==> src/rtl/lcd_ctrl_multi_pkg.sv <==
`default_nettype none
// ============================================================================
//  Module   : lcd_pkg
//  Purpose  : Shared definitions for the character-LCD controller: request
//             op codes, HD44780 command bytes, FSM state encoding and small
//             helpers for DDRAM row addressing and the init command list.
//  Revision : 1.0  initial release
// ============================================================================
package lcd_pkg;

    // Request op codes
    localparam logic [1:0] OP_WRITE  = 2'd0;
    localparam logic [1:0] OP_SETCUR = 2'd1;
    localparam logic [1:0] OP_CLEAR  = 2'd2;
    localparam logic [1:0] OP_RAW    = 2'd3;

    // HD44780 command bytes
    localparam logic [7:0] CMD_FUNC_8B2L = 8'h38;
    localparam logic [7:0] CMD_DISP_ON   = 8'h0C;
    localparam logic [7:0] CMD_CLEAR     = 8'h01;
    localparam logic [7:0] CMD_ENTRY_INC = 8'h06;
    localparam logic [7:0] CMD_SET_DDRAM = 8'h80;

    // FSM state encoding
    localparam logic [2:0] S_PWRUP = 3'd0;
    localparam logic [2:0] S_IDLE  = 3'd1;
    localparam logic [2:0] S_SETUP = 3'd2;
    localparam logic [2:0] S_EN_HI = 3'd3;
    localparam logic [2:0] S_EN_LO = 3'd4;
    localparam logic [2:0] S_WAIT  = 3'd5;

    // DDRAM base address of each display row
    function automatic logic [7:0] row_base(input logic [1:0] row);
        case (row)
            2'd0:    return 8'h00;
            2'd1:    return 8'h40;
            2'd2:    return 8'h14;
            default: return 8'h54;
        endcase
    endfunction

    // Power-up command list, issued in index order
    function automatic logic [7:0] init_cmd(input logic [1:0] idx);
        case (idx)
            2'd0:    return CMD_FUNC_8B2L;
            2'd1:    return CMD_DISP_ON;
            2'd2:    return CMD_CLEAR;
            default: return CMD_ENTRY_INC;
        endcase
    endfunction

endpackage
`default_nettype wire

==> src/rtl/lcd_ctrl_multi_if.sv <==
`default_nettype none
// ============================================================================
//  Module   : lcd_req_if
//  Purpose  : Request channel between the CPU-side register block (master)
//             and the LCD controller (slave).
//  Signals  : req_valid/req_ready handshake, req_op/req_data/req_row/req_col
//             request fields, done completion pulse, cur_row/cur_col cursor.
//  Revision : 1.0  initial release
// ============================================================================
interface lcd_req_if;
    logic       req_valid;
    logic       req_ready;
    logic [1:0] req_op;
    logic [7:0] req_data;
    logic [1:0] req_row;
    logic [5:0] req_col;
    logic       done;
    logic [1:0] cur_row;
    logic [5:0] cur_col;

    modport master (
        output req_valid, req_op, req_data, req_row, req_col,
        input  req_ready, done, cur_row, cur_col
    );

    modport slave (
        input  req_valid, req_op, req_data, req_row, req_col,
        output req_ready, done, cur_row, cur_col
    );
endinterface
`default_nettype wire

==> src/rtl/lcd_ctrl_multi_tick_gen.sv <==
`default_nettype none
// ============================================================================
//  Module   : lcd_tick_gen
//  Purpose  : Free-running divider producing a one-clk enable every TICK_DIV
//             clocks.
//  Ports    : clk, reset_n (async active-low), tick (1-clk enable).
//  Revision : 1.0  initial release
// ============================================================================
module lcd_tick_gen #(
    parameter int TICK_DIV = 50000
) (
    input  logic clk,
    input  logic reset_n,
    output logic tick
);
    localparam int CW = $clog2(TICK_DIV);
    localparam logic [CW-1:0] C_LAST = CW'(TICK_DIV - 1);

    logic [CW-1:0] cnt_q;
    logic [CW-1:0] cnt_d;

    assign tick = (cnt_q == C_LAST);

    always_comb begin
        cnt_d = tick ? '0 : cnt_q + CW'(1);
    end

    always_ff @(posedge clk or negedge reset_n) begin
        if (!reset_n) cnt_q <= '0;
        else          cnt_q <= cnt_d;
    end
endmodule
`default_nettype wire

==> src/rtl/lcd_ctrl_multi.sv <==
`default_nettype none
// ============================================================================
//  Module   : lcd_ctrl_multi
//  Purpose  : HD44780-compatible 8-bit write-only LCD controller with
//             COLS x ROWS geometry, cursor tracking, auto line wrap and a
//             valid/ready request channel.
//  Ports    : clk, reset_n (async active-low), req (lcd_req_if.slave),
//             LCD_ON/LCD_BLON/LCD_RW constants, LCD_EN/LCD_RS/LCD_DATA bus.
//  Revision : 1.0  initial release
// ============================================================================
module lcd_ctrl_multi
    import lcd_pkg::*;
#(
    parameter int TICK_DIV       = 50000,
    parameter int COLS           = 16,
    parameter int ROWS           = 2,
    parameter int PWRUP_TICKS    = 20,
    parameter int CMD_WAIT_TICKS = 1,
    parameter int CLR_WAIT_TICKS = 2
) (
    input  logic       clk,
    input  logic       reset_n,
    lcd_req_if.slave   req,
    output logic       LCD_ON,
    output logic       LCD_BLON,
    output logic       LCD_RW,
    output logic       LCD_EN,
    output logic       LCD_RS,
    output logic [7:0] LCD_DATA
);
    localparam int MAX_A  = (PWRUP_TICKS > CMD_WAIT_TICKS) ? PWRUP_TICKS : CMD_WAIT_TICKS;
    localparam int MAX_T  = (MAX_A > CLR_WAIT_TICKS) ? MAX_A : CLR_WAIT_TICKS;
    localparam int CNT_W  = $clog2(MAX_T + 1);
    localparam logic [CNT_W-1:0] PWR_LAST = CNT_W'(PWRUP_TICKS - 1);
    localparam logic [CNT_W-1:0] CMD_LAST = CNT_W'(CMD_WAIT_TICKS - 1);
    localparam logic [CNT_W-1:0] CLR_LAST = CNT_W'(CLR_WAIT_TICKS - 1);
    localparam logic [5:0] COL_MAX = 6'(COLS - 1);
    localparam logic [1:0] ROW_MAX = 2'(ROWS - 1);

    logic tick;

    lcd_tick_gen #(.TICK_DIV(TICK_DIV)) u_tick (
        .clk     (clk),
        .reset_n (reset_n),
        .tick    (tick)
    );

    logic [2:0]       state_q, state_d;
    logic             en_q, en_d;
    logic             rs_q, rs_d;
    logic [7:0]       data_q, data_d;
    logic [CNT_W-1:0] cnt_q, cnt_d;
    logic             init_q, init_d;     // running the power-up command list
    logic [1:0]       idx_q, idx_d;
    logic             pend_q, pend_d;     // address cmd sent, data byte still due
    logic [1:0]       op_q, op_d;
    logic [7:0]       wdata_q, wdata_d;
    logic [1:0]       row_q, row_d;
    logic [5:0]       col_q, col_d;
    logic             dirty_q, dirty_d;   // LCD address counter may differ from cursor
    logic             done_q, done_d;
    logic [CNT_W-1:0] wait_last;

    // A clear instruction needs the longer settle time regardless of origin
    assign wait_last = (!rs_q && data_q == CMD_CLEAR) ? CLR_LAST : CMD_LAST;

    always_comb begin
        state_d = state_q;
        en_d    = en_q;
        rs_d    = rs_q;
        data_d  = data_q;
        cnt_d   = cnt_q;
        init_d  = init_q;
        idx_d   = idx_q;
        pend_d  = pend_q;
        op_d    = op_q;
        wdata_d = wdata_q;
        row_d   = row_q;
        col_d   = col_q;
        dirty_d = dirty_q;
        done_d  = 1'b0;

        case (state_q)
            S_PWRUP: if (tick) begin
                if (cnt_q == PWR_LAST) begin
                    cnt_d   = '0;
                    init_d  = 1'b1;
                    idx_d   = 2'd0;
                    rs_d    = 1'b0;
                    data_d  = init_cmd(2'd0);
                    state_d = S_SETUP;
                end else begin
                    cnt_d = cnt_q + CNT_W'(1);
                end
            end
            S_IDLE: if (req.req_valid) begin
                op_d    = req.req_op;
                wdata_d = req.req_data;
                case (req.req_op)
                    OP_WRITE: begin
                        state_d = S_SETUP;
                        if (dirty_q) begin
                            rs_d    = 1'b0;
                            data_d  = CMD_SET_DDRAM | (row_base(row_q) + {2'b00, col_q});
                            pend_d  = 1'b1;
                            dirty_d = 1'b0;
                        end else begin
                            rs_d   = 1'b1;
                            data_d = req.req_data;
                            pend_d = 1'b0;
                        end
                    end
                    OP_SETCUR: begin
                        row_d   = (req.req_row > ROW_MAX) ? ROW_MAX : req.req_row;
                        col_d   = (req.req_col > COL_MAX) ? COL_MAX : req.req_col;
                        dirty_d = 1'b1;
                        done_d  = 1'b1;
                    end
                    OP_CLEAR: begin
                        state_d = S_SETUP;
                        rs_d    = 1'b0;
                        data_d  = CMD_CLEAR;
                        pend_d  = 1'b0;
                    end
                    default: begin
                        state_d = S_SETUP;
                        rs_d    = 1'b0;
                        data_d  = req.req_data;
                        pend_d  = 1'b0;
                    end
                endcase
            end
            S_SETUP: if (tick) begin
                en_d    = 1'b1;
                state_d = S_EN_HI;
            end
            S_EN_HI: if (tick) begin
                en_d    = 1'b0;
                state_d = S_EN_LO;
            end
            S_EN_LO: if (tick) begin
                cnt_d   = '0;
                state_d = S_WAIT;
            end
            S_WAIT: if (tick) begin
                if (cnt_q == wait_last) begin
                    cnt_d = '0;
                    if (init_q) begin
                        if (idx_q == 2'd3) begin
                            init_d  = 1'b0;
                            state_d = S_IDLE;
                        end else begin
                            idx_d   = idx_q + 2'd1;
                            rs_d    = 1'b0;
                            data_d  = init_cmd(idx_q + 2'd1);
                            state_d = S_SETUP;
                        end
                    end else if (pend_q) begin
                        pend_d  = 1'b0;
                        rs_d    = 1'b1;
                        data_d  = wdata_q;
                        state_d = S_SETUP;
                    end else begin
                        state_d = S_IDLE;
                        done_d  = 1'b1;
                        case (op_q)
                            OP_WRITE: begin
                                if (col_q == COL_MAX) begin
                                    col_d   = 6'd0;
                                    row_d   = (row_q == ROW_MAX) ? 2'd0 : row_q + 2'd1;
                                    dirty_d = 1'b1;
                                end else begin
                                    col_d = col_q + 6'd1;
                                end
                            end
                            OP_CLEAR: begin
                                row_d   = 2'd0;
                                col_d   = 6'd0;
                                dirty_d = 1'b0;
                            end
                            default: dirty_d = 1'b1;
                        endcase
                    end
                end else begin
                    cnt_d = cnt_q + CNT_W'(1);
                end
            end
            default: state_d = S_PWRUP;
        endcase
    end

    always_ff @(posedge clk or negedge reset_n) begin
        if (!reset_n) begin
            state_q <= S_PWRUP;
            en_q    <= 1'b0;
            rs_q    <= 1'b0;
            data_q  <= 8'h00;
            cnt_q   <= '0;
            init_q  <= 1'b0;
            idx_q   <= 2'd0;
            pend_q  <= 1'b0;
            op_q    <= 2'd0;
            wdata_q <= 8'h00;
            row_q   <= 2'd0;
            col_q   <= 6'd0;
            dirty_q <= 1'b0;
            done_q  <= 1'b0;
        end else begin
            state_q <= state_d;
            en_q    <= en_d;
            rs_q    <= rs_d;
            data_q  <= data_d;
            cnt_q   <= cnt_d;
            init_q  <= init_d;
            idx_q   <= idx_d;
            pend_q  <= pend_d;
            op_q    <= op_d;
            wdata_q <= wdata_d;
            row_q   <= row_d;
            col_q   <= col_d;
            dirty_q <= dirty_d;
            done_q  <= done_d;
        end
    end

    assign req.req_ready = (state_q == S_IDLE);
    assign req.done      = done_q;
    assign req.cur_row   = row_q;
    assign req.cur_col   = col_q;

    assign LCD_ON   = 1'b1;
    assign LCD_BLON = 1'b0;
    assign LCD_RW   = 1'b0;
    assign LCD_EN   = en_q;
    assign LCD_RS   = rs_q;
    assign LCD_DATA = data_q;
endmodule
`default_nettype wire

==> src/flat_wrapper.sv <==
// flat-port wrapper written by rule: the top's interface ports become plain ports
module lcd_ctrl_multi_flat import lcd_pkg::*;
#(
    parameter int TICK_DIV       = 50000,
    parameter int COLS           = 16,
    parameter int ROWS           = 2,
    parameter int PWRUP_TICKS    = 20,
    parameter int CMD_WAIT_TICKS = 1,
    parameter int CLR_WAIT_TICKS = 2
)
  (clk, reset_n, LCD_ON, LCD_BLON, LCD_RW, LCD_EN, LCD_RS, LCD_DATA, req_req_valid, req_req_op, req_req_data, req_req_row, req_req_col, req_req_ready, req_done, req_cur_row, req_cur_col);
  lcd_req_if req_i ();
  input  logic clk;
  input  logic reset_n;
  output logic LCD_ON;
  output logic LCD_BLON;
  output logic LCD_RW;
  output logic LCD_EN;
  output logic LCD_RS;
  output logic [7:0] LCD_DATA;
  input wire logic [$bits(req_i.req_valid)-1:0] req_req_valid;
  input wire logic [$bits(req_i.req_op)-1:0] req_req_op;
  input wire logic [$bits(req_i.req_data)-1:0] req_req_data;
  input wire logic [$bits(req_i.req_row)-1:0] req_req_row;
  input wire logic [$bits(req_i.req_col)-1:0] req_req_col;
  output wire logic [$bits(req_i.req_ready)-1:0] req_req_ready;
  output wire logic [$bits(req_i.done)-1:0] req_done;
  output wire logic [$bits(req_i.cur_row)-1:0] req_cur_row;
  output wire logic [$bits(req_i.cur_col)-1:0] req_cur_col;
  assign req_i.req_valid = req_req_valid;
  assign req_i.req_op = req_req_op;
  assign req_i.req_data = req_req_data;
  assign req_i.req_row = req_req_row;
  assign req_i.req_col = req_req_col;
  assign req_req_ready = req_i.req_ready;
  assign req_done = req_i.done;
  assign req_cur_row = req_i.cur_row;
  assign req_cur_col = req_i.cur_col;
  lcd_ctrl_multi #(.TICK_DIV(TICK_DIV), .COLS(COLS), .ROWS(ROWS), .PWRUP_TICKS(PWRUP_TICKS), .CMD_WAIT_TICKS(CMD_WAIT_TICKS), .CLR_WAIT_TICKS(CLR_WAIT_TICKS)) u_core (.clk(clk), .reset_n(reset_n), .req(req_i), .LCD_ON(LCD_ON), .LCD_BLON(LCD_BLON), .LCD_RW(LCD_RW), .LCD_EN(LCD_EN), .LCD_RS(LCD_RS), .LCD_DATA(LCD_DATA));
endmodule
==> config.mk <==
export PLATFORM = sky130hd
export DESIGN_NAME = lcd_ctrl_multi_flat
export DESIGN_NICKNAME = d
export VERILOG_FILES = /design/src/rtl/lcd_ctrl_multi_pkg.sv /design/src/rtl/lcd_ctrl_multi_if.sv /design/src/rtl/lcd_ctrl_multi_tick_gen.sv /design/src/rtl/lcd_ctrl_multi.sv /design/src/flat_wrapper.sv
export SDC_FILE = /design/constraint.sdc
export NUM_CORES = 1
export LEC_CHECK = 0
export CORE_ASPECT_RATIO = 0.75
export CORE_UTILIZATION = 55
export DETAILED_ROUTE_END_ITERATION = 10
export PLACE_DENSITY = 0.84
export SLEW_MARGIN = 40
export SYNTH_ARGS = -nofsm -noshare
export SYNTH_HDL_FRONTEND = slang
export SYNTH_SLANG_ARGS = --single-unit
==> constraint.sdc <==
create_clock -name clk -period 3.5 [get_ports clk]
set_input_delay 0.525 -clock clk [delete_from_list [all_inputs] [get_ports clk]]
set_output_delay 0.525 -clock clk [all_outputs]
set_load 0.02 [all_outputs]
# Word-level counts from Yosys, hierarchy flattened
# Cells that the tools add are included.
[word_totals]
inputBits = 21
register_bits = 58
output_inout_bits = 23
word_cells = 193
[op_classes]
n_mux = 110
reduce_logical = 23
order_cmp = 2
add_sub_neg = 6
eq_ne = 37
[ops]
columns = ["cell", "n"]
rows = [
  ["8-bit 2-to-1 mux", 9],
  ["6-bit 2-to-1 mux", 8],
  ["8-bit case mux with 3 select lines", 2],
  ["1-bit 2-to-1 mux", 35],
  ["2-bit 2-to-1 mux", 17],
  ["3-bit 2-to-1 mux", 10],
  ["7-bit 2-to-1 mux", 4],
  ["9-bit AND reduction", 3],
  ["5-bit 2-to-1 mux", 5],
  ["6-bit case mux with 2 select lines", 2],
  ["7-bit case mux with 3 select lines", 1],
  ["2-bit inequality test (second input constant)", 10],
  ["1-bit case mux with 2 select lines", 9],
  ["3-bit case mux with 6 select lines", 1],
  ["6-bit case mux with 3 select lines", 1],
  ["16-bit by 1-bit adder with 16-bit output (second input constant)", 1],
  ["16-bit == test (second input constant)", 1],
  ["16-bit 2-to-1 mux", 1],
  ["8-bit AND reduction", 2],
  ["5-bit case mux with 3 select lines", 1],
  ["2-bit case mux with 2 select lines", 3],
  ["2-bit == test (second input constant)", 5],
  ["8-bit by 1-bit == test with 1-bit output (second input constant)", 1],
  ["2-bit logical NOT", 4],
  ["other kinds (29)", 42],
]

# Logic depth before layout (Yosys ltp)
[logic_depth]
word_depth = 11
ltp_mapped = 9
mapped_depth_nobuf = 8

# Cells and area by module
# A second synthesis with hierarchy kept.
[unflattened]
cells_unflattened = 339
area_unflattened_um2 = 3378.2
[modules_own_cells]
columns = ["mod", "area_each_um2", "instances", "seq_area_each_um2", "cells_each"]
rows = [
  ["lcd_ctrl_multi", 2613.8, 1, 1051.0, 272],
  ["lcd_tick_gen", 764.5, 1, 400.4, 67],
]

# Worst setup path before layout
# No wires, ideal clock.
[synth_path]
path_kind = "register to register"
start = "register u_core.data_q[4], in the netlist u_core.LCD_DATA[4]"
end = "register u_core.row_q[0], in the netlist u_core.req.cur_row[0]"
setup_time_ns = 0.125
required_ns = 3.375
stages_incl_launch_ff = 7
setup_slack_ns = 0.983
period_less_slack_ns = 2.517
n_path_buf = 0
arrival_time_ns = 2.392
path_cell_list = "dfrtp_1 -> or4_4 -> o31a_1 -> or4_1 -> a2bb2oi_2 -> nand2_1 -> mux2_4"
[synth_via]
elab_chain_len = 6
[synth_lines]
columns = ["item", "line_no", "text"]
rows = [
  ["start, declared", "lcd_ctrl_multi.sv:51", "logic [7:0] data_q, data_d;"],
  ["start signal, assigned", "lcd_ctrl_multi.sv:212", "data_q <= data_d;"],
  ["8-bit by 1-bit == test with 1-bit output", "lcd_ctrl_multi.sv:65", "assign wait_last = (!rs_q && data_q == CMD_CLEAR) ? CLR_LAST : CMD_LAST;"],
  ["1-bit logical AND", "lcd_ctrl_multi.sv:65", ""],
  ["1-bit 2-to-1 mux", "lcd_ctrl_multi.sv:65", ""],
  ["5-bit == test", "lcd_ctrl_multi.sv:146", "if (cnt_q == wait_last) begin"],
  ["2-bit by 1-bit inequality test with 1-bit output (no line)", "-", ""],
  ["9-bit AND reduction (no line)", "-", ""],
  ["end signal, assigned", "lcd_ctrl_multi.sv:219", "row_q <= row_d;"],
  ["end, declared", "lcd_ctrl_multi.sv:58", "logic [1:0] row_q, row_d;"],
]
# No other way between the ends.
# A chain may end at the register's enable or synchronous reset.

# Worst setup path in the final report
[layout_path]
start = "register u_core.state_q[0]"
end = "output port req_req_ready"
[layout_via]
elab_chain_len = 1
[layout_lines]
columns = ["item", "line_no", "text"]
rows = [
  ["start, declared", "lcd_ctrl_multi.sv:48", "logic [2:0] state_q, state_d;"],
  ["start signal, assigned", "lcd_ctrl_multi.sv:209", "state_q <= state_d;"],
  ["3-bit by 1-bit == test with 1-bit output", "lcd_ctrl_multi.sv:226", "assign req.req_ready = (state_q == S_IDLE);"],
  ["end, declared", "flat_wrapper.sv:26", "output wire logic [$bits(req_i.req_ready)-1:0] req_req_ready;"],
]
# No other way between the ends.

==> impl_metrics.ini <==
[outcome]
status = finished, final reports clean

[clock_network]
clockBufferDepth = 2
clock_latency_ns = 0.35
cts_setup_buffers = 0
htreeDepth = 3
cts_resized = 0
ctsHoldBuffers = 0
cts_tree = done
cts_sinks = 58
cts-buffers-inserted = 9
cts-root-buf = clkbuf_8
path_clk_slew_ns = 0.08

[grt]
grt_pass1_vias = 2874
grt_pass1_wl_um = 13500
grt_usage_pct = 27.3
grt-ovfl-total = 0
grt_max_degree = 46
antenna_found_initial = 0

[sta]
max_freq_mhz = 346
hold_violations = 0
period_needed_ns = 2.89
grt_setup_unrepaired = no
setup_viol = 0
finalCritPeriodShare_pct = 82.5
finClkSkew_ns = 0.0111
worst-slew-pin-transition_ns = 0.811
drv_slew = 0
slew_headroom_pct = 45.6
setup_tns_ns = 0

[placed_design]
dp_cells = 489
dp.final_hpwl_um = 5990
placed_cell_area_um2 = 3860
place_congestion = 0.894
numPortBuffers = 40

[worst_setup_path]
reg2regPathDepth = 6
cp_max_fo = 13
setup.worst_path.start_class = flip-flop
cp-end-kind = output pin
cp-endpoint = req_req_ready
r2r_slack_ns = 0.84
path_class = flip-flop to output pin
reg2reg_from = u_core.LCD_DATA[4]
required_ns = 2.97
crit_arrival_ns = 2.36
cp-startpoint = u_core.state_q[0]
regToRegEndpoint = u_core.LCD_DATA[2]

[route]
vias = 3035
first_iter_violations = 234
wl_per_cell_um = 16.4
drc = 0
vias_per_cell = 6.01
ant_nets = 0
firstDrtPassIters = 4
totalWireLength_um = 8280

[pwr]
p_leak_uw = 0.00178
power.density_nw_per_um2 = 351
ir_drop_mv = 0.251

[floorplanning]
die_h_um = 70.3
rows = 24
ios = 44
initial_utilization_pct = 57.7
die_w_um = 93
dieArea_um2 = 6530
coreArea_um2 = 5920

[synth]
ys_ff_latch = 58
synth-main-ff-cell = dfrtp_1
postSynthAreaPerCell_um2 = 8.87
synthArstFlopShare_pct = 100
ys_seq_area_share_pct = 42.5
synth_warnings = 0
synth_edf_count = 0
netlist_area_um2 = 3420
synth_cell_type_count = 58
syn_inst = 385

[run]
maxCapViolCount = 0

[final_layout]
syn2layout_area_growth_pct = 19.7
drive_gt1_share_pct = 8.90
finalInstanceArea_um2 = 4090
antenna-diode-count = 0
nNetsFinal = 453
fillers = 463
final_cells = 505

[hold_path]
min_path_type = input port to asynchronous set/reset pin
==> cell usage after synthesis (2+ instances only) <==
cell | count | share of area (%)
a211oi_1 | 2 | 0.44
xor2_1 | 8 | 2.1
and4_1 | 3 | 0.77
and2_1 | 5 | 0.92
mux2_2 | 3 | 0.99
conb_1 | 2 | 0.22
a31oi_1 | 5 | 0.92
and3_1 | 6 | 1.1
clkbuf_1 | 15 | 1.6
nor4_1 | 3 | 0.55
a21oi_1 | 18 | 2.6
o32a_1 | 2 | 0.59
a21o_1 | 4 | 0.88
nand2_1 | 61 | 6.7
o21ai_0 | 34 | 5.0
nand3b_1 | 2 | 0.44
nor2b_1 | 8 | 1.5
mux2i_1 | 7 | 2.1
inv_1 | 11 | 1.2
nor2_1 | 23 | 2.5
o31ai_1 | 8 | 1.8
buf_4 | 3 | 0.66
or3_1 | 3 | 0.55
o22ai_1 | 2 | 0.37
or2_2 | 2 | 0.37
xnor2_1 | 8 | 2.1
or4_1 | 3 | 0.66
ha_1 | 10 | 3.7
nand3_1 | 12 | 1.8
o221ai_1 | 3 | 0.77
nor3_1 | 8 | 1.2
o22a_1 | 2 | 0.51
nand2b_1 | 8 | 1.5
o311ai_0 | 2 | 0.51
dfrtp_1 | 58 | 42
a2111oi_0 | 3 | 0.77
nand4_1 | 7 | 1.3
==> layout by cell type (no fill, tap or decap), types with 3 or more instances in the layout <==
master,Yosys,layout
o31ai_1,8,8
nor4_1,3,3
inv_1,11,11
and3_1,6,6
mux2i_1,7,7
mux2_2,3,3
nor2_1,23,23
xnor2_1,8,8
buf_4,3,6
nand2b_1,8,8
and4_1,3,3
nor3_1,8,8
o221ai_1,3,3
clkbuf_8,0,9
nor2b_1,8,8
or3_1,3,3
a21o_1,4,4
a21oi_1,18,18
xor2_1,8,8
nand4_1,7,7
nand2_1,61,61
and2_1,5,5
a2111oi_0,3,3
conb_1,2,3
o21ai_0,34,33
clkdlybuf4s50_1,0,39
nand3_1,12,12
dfrtp_1,58,58
a31oi_1,5,5
ha_1,10,10
or4_1,3,3
==> state kept, by name, indices dropped and copies added, names as in the netlist <==
name,count
u_core.u_tick.cnt_q,16
u_core.req.done,1
u_core.req.cur_row,2
u_core.idx_q,2
u_core.dirty_q,1
u_core.op_q,2
u_core.wdata_q,8
u_core.init_q,1
u_core.LCD_RS,1
u_core.LCD_EN,1
u_core.state_q,3
u_core.LCD_DATA,8
u_core.req.cur_col,6
u_core.pend_q,1
u_core.cnt_q,5
==> per-stage QoR <==
| stage | power [uW] | worst slack (ns) | hold WS (ns) | util (%) |
|---|---|---|---|---|
| global route | 1480 | 0.498 | 0.217 | 69.1 |
| floorplan | 707 | 0.983 | 0.229 | - |
| detailed placement | 749 | 0.854 | 0.468 | 65.3 |
| CTS | 1440 | 0.648 | 0.194 | 69.1 |
| finish | 1440 | 0.611 | 0.172 | 69.1 |
| global placement | 747 | 0.982 | 0.447 | 65.3 |
==> where the power goes <==
group | switching (uW) | internal, uW
clock network | 295 | 405
logic | 36.4 | 29.6
registers | 0 | 670
total | 331 | 1100
==> worst max-delay path: stages (launching register included) <==
cell             delay [ns]
dfrtp_1                0.57
nand2b_1               0.31
nor2_1                 0.44
clkdlybuf4s50_1        0.69
==> cell families (layout without fill, tap and decap cells) <==
kind of cell,after synthesis,in the layout,synth area share (%)
flops,58,58,42.5
xor+xnor,16,16,4.10
compound gates,97,97,18.9
other cells,2,3,0.220
mux,11,11,3.48
fa+ha+maj,10,10,3.66
simple gates,160,160,23.3
buf+inv,31,72,3.77
==> how the worst min path moves through the flow <==
stage                                start                      to  cells after the start
global placement    u_core.u_tick.cnt_q[0]  u_core.u_tick.cnt_q[0]                      1
global route                       reset_n  u_core.u_tick.cnt_q[5]                      1
CTS                                reset_n   u_core.req.cur_col[2]                      1
floorplan                          reset_n      u_core.LCD_DATA[0]                      0
finish                             reset_n  u_core.u_tick.cnt_q[7]                      1
detailed placement       u_core.wdata_q[1]       u_core.wdata_q[1]                      2
==> metal layers <==
| layer | part of all wire, % | vias up | global-route usage [%] |
|---|---|---|---|
| met1 | 44 | 1438 | 36.7 |
| met4 | 1.4 | 0 | 10.6 |
| met3 | 7.8 | 17 | 6.10 |
| met2 | 46 | 124 | 43.0 |
| li1 | - | 1456 | - |
| met5 | 0 | - | 0 |
==> cell type report <==
type / instances / area (um^2) / area share [%]
Inverter: 11 / 41.3 / 1.01
Sequential cell: 58 / 1450 / 35.5
Clock buffer: 9 / 124 / 3.03
Clock inverter: 7 / 101 / 2.48
Timing Repair Buffer: 45 / 435 / 10.6
Tap cell: 78 / 97.6 / 2.39
Multi-Input combinational cell: 297 / 1840 / 45.0
Note: power is estimated with default switching activity, not from simulation.
